File: src/rtl/keypad_emulator_if.sv
// Keypad emulator request/scan bundle: the controller side (master) drives the
// key request and column scan; the emulator side (slave) returns status and rows.
interface keypad_emulator_if;
  logic [4:0] key_in;
  logic       start;
  logic       busy;
  logic       done;
  logic [3:0] col;
  logic [3:0] row;
  logic       pressed;
  logic [7:0] press_count;

  modport master (
    output key_in, start, col,
    input  busy, done, row, pressed, press_count
  );

  modport slave (
    input  key_in, start, col,
    output busy, done, row, pressed, press_count
  );
endinterface

File: src/rtl/keypad_emulator.sv
// 4x4 matrix keypad stand-in: answers column scans on the row lines as if the
// latched key were pressed, with programmable bounce, hold and release gap.
module keypad_emulator #(
  parameter int HOLD_CYCLES   = 1000,
  parameter int GAP_CYCLES    = 1000,
  parameter int BOUNCE_CYCLES = 0,
  parameter int BOUNCE_PERIOD = 4
) (
  input  logic              clk,
  input  logic              rst,
  keypad_emulator_if.slave  kp
);

  localparam int MAX_HG = (HOLD_CYCLES > GAP_CYCLES) ? HOLD_CYCLES : GAP_CYCLES;
  localparam int MAX_LEN = (BOUNCE_CYCLES > MAX_HG) ? BOUNCE_CYCLES : MAX_HG;
  localparam int CW = (MAX_LEN > 1) ? $clog2(MAX_LEN) : 1;
  localparam int PW = (BOUNCE_PERIOD > 1) ? $clog2(BOUNCE_PERIOD) : 1;

  localparam logic [CW-1:0] HOLD_LD   = CW'(HOLD_CYCLES - 1);
  localparam logic [CW-1:0] GAP_LD    = CW'(GAP_CYCLES - 1);
  localparam logic [CW-1:0] BOUNCE_LD = CW'((BOUNCE_CYCLES > 0) ? BOUNCE_CYCLES - 1 : 0);
  localparam logic [PW-1:0] PER_LD    = PW'(BOUNCE_PERIOD - 1);

  typedef enum logic [1:0] {S_IDLE, S_BOUNCE, S_HOLD, S_GAP} state_t;

  state_t        r_state, w_state_nxt;
  logic [CW-1:0] r_cnt, w_cnt_nxt;
  logic [PW-1:0] r_per, w_per_nxt;
  logic          r_pressed, w_pressed_nxt;
  logic          r_done, w_done_nxt;
  logic          r_valid, w_valid_nxt;
  logic [3:0]    r_key, w_key_nxt;
  logic [7:0]    r_count, w_count_nxt;
  logic          w_cnt_zero;
  logic [1:0]    w_key_col;
  logic [1:0]    w_key_row;
  logic [3:0]    w_row;

  assign w_cnt_zero = (r_cnt == '0);

  always_ff @(posedge clk) begin
    if (rst) begin
      r_state   <= S_IDLE;
      r_cnt     <= '0;
      r_per     <= '0;
      r_pressed <= 1'b0;
      r_done    <= 1'b0;
      r_valid   <= 1'b0;
      r_key     <= '0;
      r_count   <= '0;
    end else begin
      r_state   <= w_state_nxt;
      r_cnt     <= w_cnt_nxt;
      r_per     <= w_per_nxt;
      r_pressed <= w_pressed_nxt;
      r_done    <= w_done_nxt;
      r_valid   <= w_valid_nxt;
      r_key     <= w_key_nxt;
      r_count   <= w_count_nxt;
    end
  end

  always_comb begin
    w_state_nxt = r_state;
    case (r_state)
      S_IDLE:   if (kp.start) w_state_nxt = (BOUNCE_CYCLES > 0) ? S_BOUNCE : S_HOLD;
      S_BOUNCE: if (w_cnt_zero) w_state_nxt = S_HOLD;
      S_HOLD:   if (w_cnt_zero) w_state_nxt = S_GAP;
      S_GAP:    if (w_cnt_zero) w_state_nxt = S_IDLE;
      default:  w_state_nxt = S_IDLE;
    endcase
  end

  // The phase counter and the contact image are computed one cycle ahead so
  // that pressed/done are registered and line up with the state they belong to.
  always_comb begin
    w_cnt_nxt     = r_cnt;
    w_per_nxt     = r_per;
    w_pressed_nxt = r_pressed;
    w_done_nxt    = 1'b0;
    w_valid_nxt   = r_valid;
    w_key_nxt     = r_key;
    w_count_nxt   = r_count;
    case (r_state)
      S_IDLE: begin
        if (kp.start) begin
          w_valid_nxt   = ~kp.key_in[4];
          w_key_nxt     = kp.key_in[3:0];
          w_pressed_nxt = ~kp.key_in[4];
          w_per_nxt     = PER_LD;
          w_cnt_nxt     = (BOUNCE_CYCLES > 0) ? BOUNCE_LD : HOLD_LD;
          if (!kp.key_in[4]) w_count_nxt = r_count + 8'd1;
        end
      end
      S_BOUNCE: begin
        if (w_cnt_zero) begin
          w_cnt_nxt     = HOLD_LD;
          w_pressed_nxt = r_valid;
        end else begin
          w_cnt_nxt = r_cnt - CW'(1);
          if (r_per == '0) begin
            w_per_nxt     = PER_LD;
            w_pressed_nxt = r_valid & ~r_pressed;
          end else begin
            w_per_nxt = r_per - PW'(1);
          end
        end
      end
      S_HOLD: begin
        if (w_cnt_zero) begin
          w_cnt_nxt     = GAP_LD;
          w_pressed_nxt = 1'b0;
        end else begin
          w_cnt_nxt = r_cnt - CW'(1);
        end
      end
      S_GAP: begin
        if (w_cnt_zero) w_done_nxt = 1'b1;
        else            w_cnt_nxt  = r_cnt - CW'(1);
      end
      default: ;
    endcase
  end

  always_comb begin
    case (r_key)
      4'h1: begin w_key_col = 2'd0; w_key_row = 2'd0; end
      4'h4: begin w_key_col = 2'd0; w_key_row = 2'd1; end
      4'h7: begin w_key_col = 2'd0; w_key_row = 2'd2; end
      4'h0: begin w_key_col = 2'd0; w_key_row = 2'd3; end
      4'h2: begin w_key_col = 2'd1; w_key_row = 2'd0; end
      4'h5: begin w_key_col = 2'd1; w_key_row = 2'd1; end
      4'h8: begin w_key_col = 2'd1; w_key_row = 2'd2; end
      4'hF: begin w_key_col = 2'd1; w_key_row = 2'd3; end
      4'h3: begin w_key_col = 2'd2; w_key_row = 2'd0; end
      4'h6: begin w_key_col = 2'd2; w_key_row = 2'd1; end
      4'h9: begin w_key_col = 2'd2; w_key_row = 2'd2; end
      4'hE: begin w_key_col = 2'd2; w_key_row = 2'd3; end
      4'hA: begin w_key_col = 2'd3; w_key_row = 2'd0; end
      4'hB: begin w_key_col = 2'd3; w_key_row = 2'd1; end
      4'hC: begin w_key_col = 2'd3; w_key_row = 2'd2; end
      default: begin w_key_col = 2'd3; w_key_row = 2'd3; end
    endcase
    w_row = '1;
    if (r_pressed && !kp.col[w_key_col]) w_row[w_key_row] = 1'b0;
  end

  assign kp.busy        = (r_state != S_IDLE);
  assign kp.done        = r_done;
  assign kp.pressed     = r_pressed;
  assign kp.press_count = r_count;
  assign kp.row         = w_row;

endmodule

File: src/flat_wrapper.sv
// flat-port wrapper written by rule: the top's interface ports become plain ports
module keypad_emulator_flat 
#(
  parameter int HOLD_CYCLES   = 1000,
  parameter int GAP_CYCLES    = 1000,
  parameter int BOUNCE_CYCLES = 0,
  parameter int BOUNCE_PERIOD = 4
)
  (clk, rst, kp_key_in, kp_start, kp_col, kp_busy, kp_done, kp_row, kp_pressed, kp_press_count);
  keypad_emulator_if kp_i ();
  input  logic clk;
  input  logic rst;
  input wire logic [$bits(kp_i.key_in)-1:0] kp_key_in;
  input wire logic [$bits(kp_i.start)-1:0] kp_start;
  input wire logic [$bits(kp_i.col)-1:0] kp_col;
  output wire logic [$bits(kp_i.busy)-1:0] kp_busy;
  output wire logic [$bits(kp_i.done)-1:0] kp_done;
  output wire logic [$bits(kp_i.row)-1:0] kp_row;
  output wire logic [$bits(kp_i.pressed)-1:0] kp_pressed;
  output wire logic [$bits(kp_i.press_count)-1:0] kp_press_count;
  assign kp_i.key_in = kp_key_in;
  assign kp_i.start = kp_start;
  assign kp_i.col = kp_col;
  assign kp_busy = kp_i.busy;
  assign kp_done = kp_i.done;
  assign kp_row = kp_i.row;
  assign kp_pressed = kp_i.pressed;
  assign kp_press_count = kp_i.press_count;
  keypad_emulator #(.HOLD_CYCLES(HOLD_CYCLES), .GAP_CYCLES(GAP_CYCLES), .BOUNCE_CYCLES(BOUNCE_CYCLES), .BOUNCE_PERIOD(BOUNCE_PERIOD)) u_core (.clk(clk), .rst(rst), .kp(kp_i));
endmodule
File: config.mk
export PLATFORM = sky130hd
export DESIGN_NAME = keypad_emulator_flat
export DESIGN_NICKNAME = d
export VERILOG_FILES = /design/src/rtl/keypad_emulator_if.sv /design/src/rtl/keypad_emulator.sv /design/src/flat_wrapper.sv
export SDC_FILE = /design/constraint.sdc
export NUM_CORES = 1
export LEC_CHECK = 0
export ABC_AREA = 1
export CAP_MARGIN = 40
export CORE_MARGIN = 2
export CORE_UTILIZATION = 55
export DETAILED_ROUTE_END_ITERATION = 10
export GPL_TIMING_DRIVEN = 0
export PLACE_DENSITY = 0.8
export SLEW_MARGIN = 20
export SYNTH_ARGS = -nofsm -noshare
export SYNTH_HDL_FRONTEND = slang
export SYNTH_SLANG_ARGS = --single-unit
File: constraint.sdc
create_clock -name clk -period 1.7 [get_ports clk]
set_input_delay 0.34 -clock clk [delete_from_list [all_inputs] [get_ports clk]]
set_output_delay 0.34 -clock clk [all_outputs]
set_load 0.005 [all_outputs]
==> reports/metrics.yaml <==
grt.overflow.total: 0
syn_area_per_cell_um2: 6.63
clock-skew-final_ps: 7.97
clock-sinks: 33
async_reset_ff_share_pct: 0
diodes: 0
end_kind: "output pin"
postCtsHoldBufs: 0
rsz0062_at_grt: "yes"
dr_total_vias: 1941
grt_max_degree: 13
dp_hpwl_mm: 3.06
syn_area_um2: 2050
pin_count: 27
setup_viol: 3
ys_seq_area_share_pct: 32.2
first_iter_violations: 143
detail-route-antenna-nets: 0
core_area_um2: 3630
hold_viol: 0
htreeDepth: 2
cts.clk_slew.worst_paths_ps: 80
ys_types: 30
required_ps: 1360
port_buffers: 25
cts_root_buf: "clkbuf_8"
synth_nets: 332
peakVddDrop_uv: 849
violations: "setup timing"
postSynthCellCount: 309
cp_cell_sequence: "inv_2, nand2_1, nand2_1, a21oi_2, o31ai_4, nor2_2, buf_4, nand2_2, buf_6"
dp_cells: 382
min_period_ps: 1780
crit_type: "reg2out"
finalCritPeriodShare_pct: 105
max_clock_freq_ghz: 0.562
regArea_um2: 669
critPathSlowestCell: "dfxtp_2"
cts_tree: "built"
placed_area_um2: 2360
grtUsageTotal_pct: 22.8
clock_insertion_delay_worst_skew_ps: 290
die_h_um: 65.0
ys_seq_elements: 33
worst_pin_slew_ps: 316
route.detailed.drc: 0
start_util_pct: 56.4
antenna_found_initial: 0
p_per_area_nw_per_um2: 1670
cts_made_buffers: 5
die_x_um: 65.0
hold_class: "in2reg"
critPathLaunchType: "register"
slew_headroom_pct: 78.9
drive_above_1_share_pct: 15.6
timing.setup.tns_ps: -132
drt_wl_total_mm: 4.22
first_global_vias: 1810
worstPathArrival_ps: 1440
drv_slew: 0
wl_per_cell_um: 10.7
vias_per_cell: 4.93
outcome: "finished, violations left"
multiInputGateArea_um2: 1220
area_delta_synth_final_pct: 23.8
cpPeakStageDelay_ps: 350
cp_max_fo: 3
max_cap_viol_count: 0
synth-main-ff-cell: "dfxtp_1"
nNetsFinal: 368
gp_congestion: 0.887
p_leak_nw: 1.22
die-area_um2: 4230
fillers: 328
final_area_um2: 2540
rows: 22
layout_setup_ws_ps: -78.8
whs_path_depth: 2
cts_buffer_depth: 2
yosysWarningCount: 0
crit_top_cell: "nand2_1"
synth_edf_count: 0
final_cell_count_no_fill: 394
r2r_cells: 9
grt_pass1_wl_mm: 7.48
firstDrtPassIters: 4
worst paths after layout:
kind                             from  slack [ps]         endpoint
setup / recovery  u_core.w_key_col[0]         -80        kp_row[2]
hold reg to reg        u_core.r_valid         480   u_core.r_valid
setup reg to reg    u_core.r_state[0]         170  u_core.r_per[1]
hold / removal                    rst         310   u_core.r_valid
cells in the mapped netlist, drive strengths merged, types with 2 or more instances:
library cell | instances | area (um2)
a21oi | 15 | 75.1
o211ai | 2 | 15.0
dfxtp | 33 | 661
nand3 | 12 | 72.6
nand4 | 4 | 25.0
xor2 | 4 | 35.0
o21ai | 24 | 128
nand2 | 84 | 357
nor2 | 56 | 259
ha | 11 | 138
nor3 | 4 | 31.3
o21bai | 2 | 15.0
inv | 50 | 188
buf | 4 | 22.5
layout make-up:
type | instances | area share (%)
Buffer | 4 | 0.888
Clock buffer | 5 | 2.71
Sequential cell | 33 | 26.4
Timing Repair Buffer | 29 | 10.3
Inverter | 50 | 7.40
Tap cell | 48 | 2.37
Multi-Input combinational cell | 222 | 48.2
Clock inverter | 3 | 1.82
layer usage:
| metal | part of all wire (%) | global-route usage (%) | wire length, um | vias up |
|---|---|---|---|---|
| met5 | 0 | 0 | 0 | - |
| met1 | 47 | 28.0 | 1990 | 849 |
| met4 | 1.8 | 11.2 | 78 | 0 |
| li1 | - | - | - | 1033 |
| met2 | 46 | 37.4 | 1950 | 50 |
| met3 | 4.8 | 5.21 | 202 | 9 |
kinds of logic (layout without fill, tap and decap cells):
group | Yosys count | in the layout | synth area share (%)
adder cells (fa/ha/maj) | 11 | 11 | 6.72
buffers and inverters | 54 | 91 | 10.3
AO/OA/AOI/OAI | 45 | 45 | 12.0
AND/OR/NAND/NOR | 162 | 162 | 37.1
flip-flops | 33 | 33 | 32.2
XOR/XNOR | 4 | 4 | 1.71
where the power goes:
group / leakage, nW / switching [mW] / internal [mW]
Sequential: 0.274 / 0.197 / 1.03
Clock: 0.0543 / 0.322 / 0.439
Combinational: 0.888 / 1.40 / 0.841
Total: 1.22 / 1.92 / 2.31
through the flow:
stage | hold WS, ps | worst slack [ps] | power, mW | util, %
after floorplan | 444 | 133 | 2.83 | -
after global placement | 457 | -456 | 3.24 | 64.9
after detailed placement | 466 | -508 | 3.29 | 64.9
after CTS | 298 | -92.0 | 4.17 | 69.3
after global routing | 307 | -200 | 4.65 | 69.8
final | 306 | -78.8 | 4.23 | 69.8
state kept, by name, indices dropped and copies added (netlist names):
name,flops
u_core.r_cnt,10
u_core.kp.press_count,8
u_core.r_key,4
u_core.r_per,2
u_core.r_state,2
u_core.w_key_col,2
u_core.w_key_row,2
u_core.kp.done,1
u_core.kp.pressed,1
u_core.r_valid,1
timing repair:
item,4_1_cts,5_1_grt
buffers inserted,3,1
gates resized for setup,35,9
hold endpoints to repair,0,0
pin swaps,10,6
setup endpoints to repair,18,19
placed cells by master, fill, tap and decap left out, types with 2 or more instances in the layout:
master,netlist,final
clkdlybuf4s50_1,0,16
nand2_1,79,78
o211ai_1,2,2
o21bai_1,2,2
o21ai_2,2,2
nand2_4,3,3
nand4_1,4,4
inv_1,49,42
buf_2,3,5
dlygate4sd2_1,0,5
nor2_1,50,47
nor2_4,4,4
nor3_1,3,3
o21ai_0,21,20
inv_2,1,8
nand3_1,11,11
ha_1,11,10
a21oi_1,15,13
a21oi_2,0,2
nand2_2,1,2
xor2_1,4,4
nor2_2,1,4
buf_4,1,5
clkbuf_8,0,5
dfxtp_1,33,30
o21ai_1,1,2
dfxtp_4,0,2
critical path: cells and delay by family, from the launching register on:
family                 cells  cell delay, ps
flip-flops                 1             350
AND/OR/NAND/NOR            4             260
buffers and inverters      3             270
AO/OA/AOI/OAI              2             280
No activity file was read; power rests on OpenSTA's default activity.
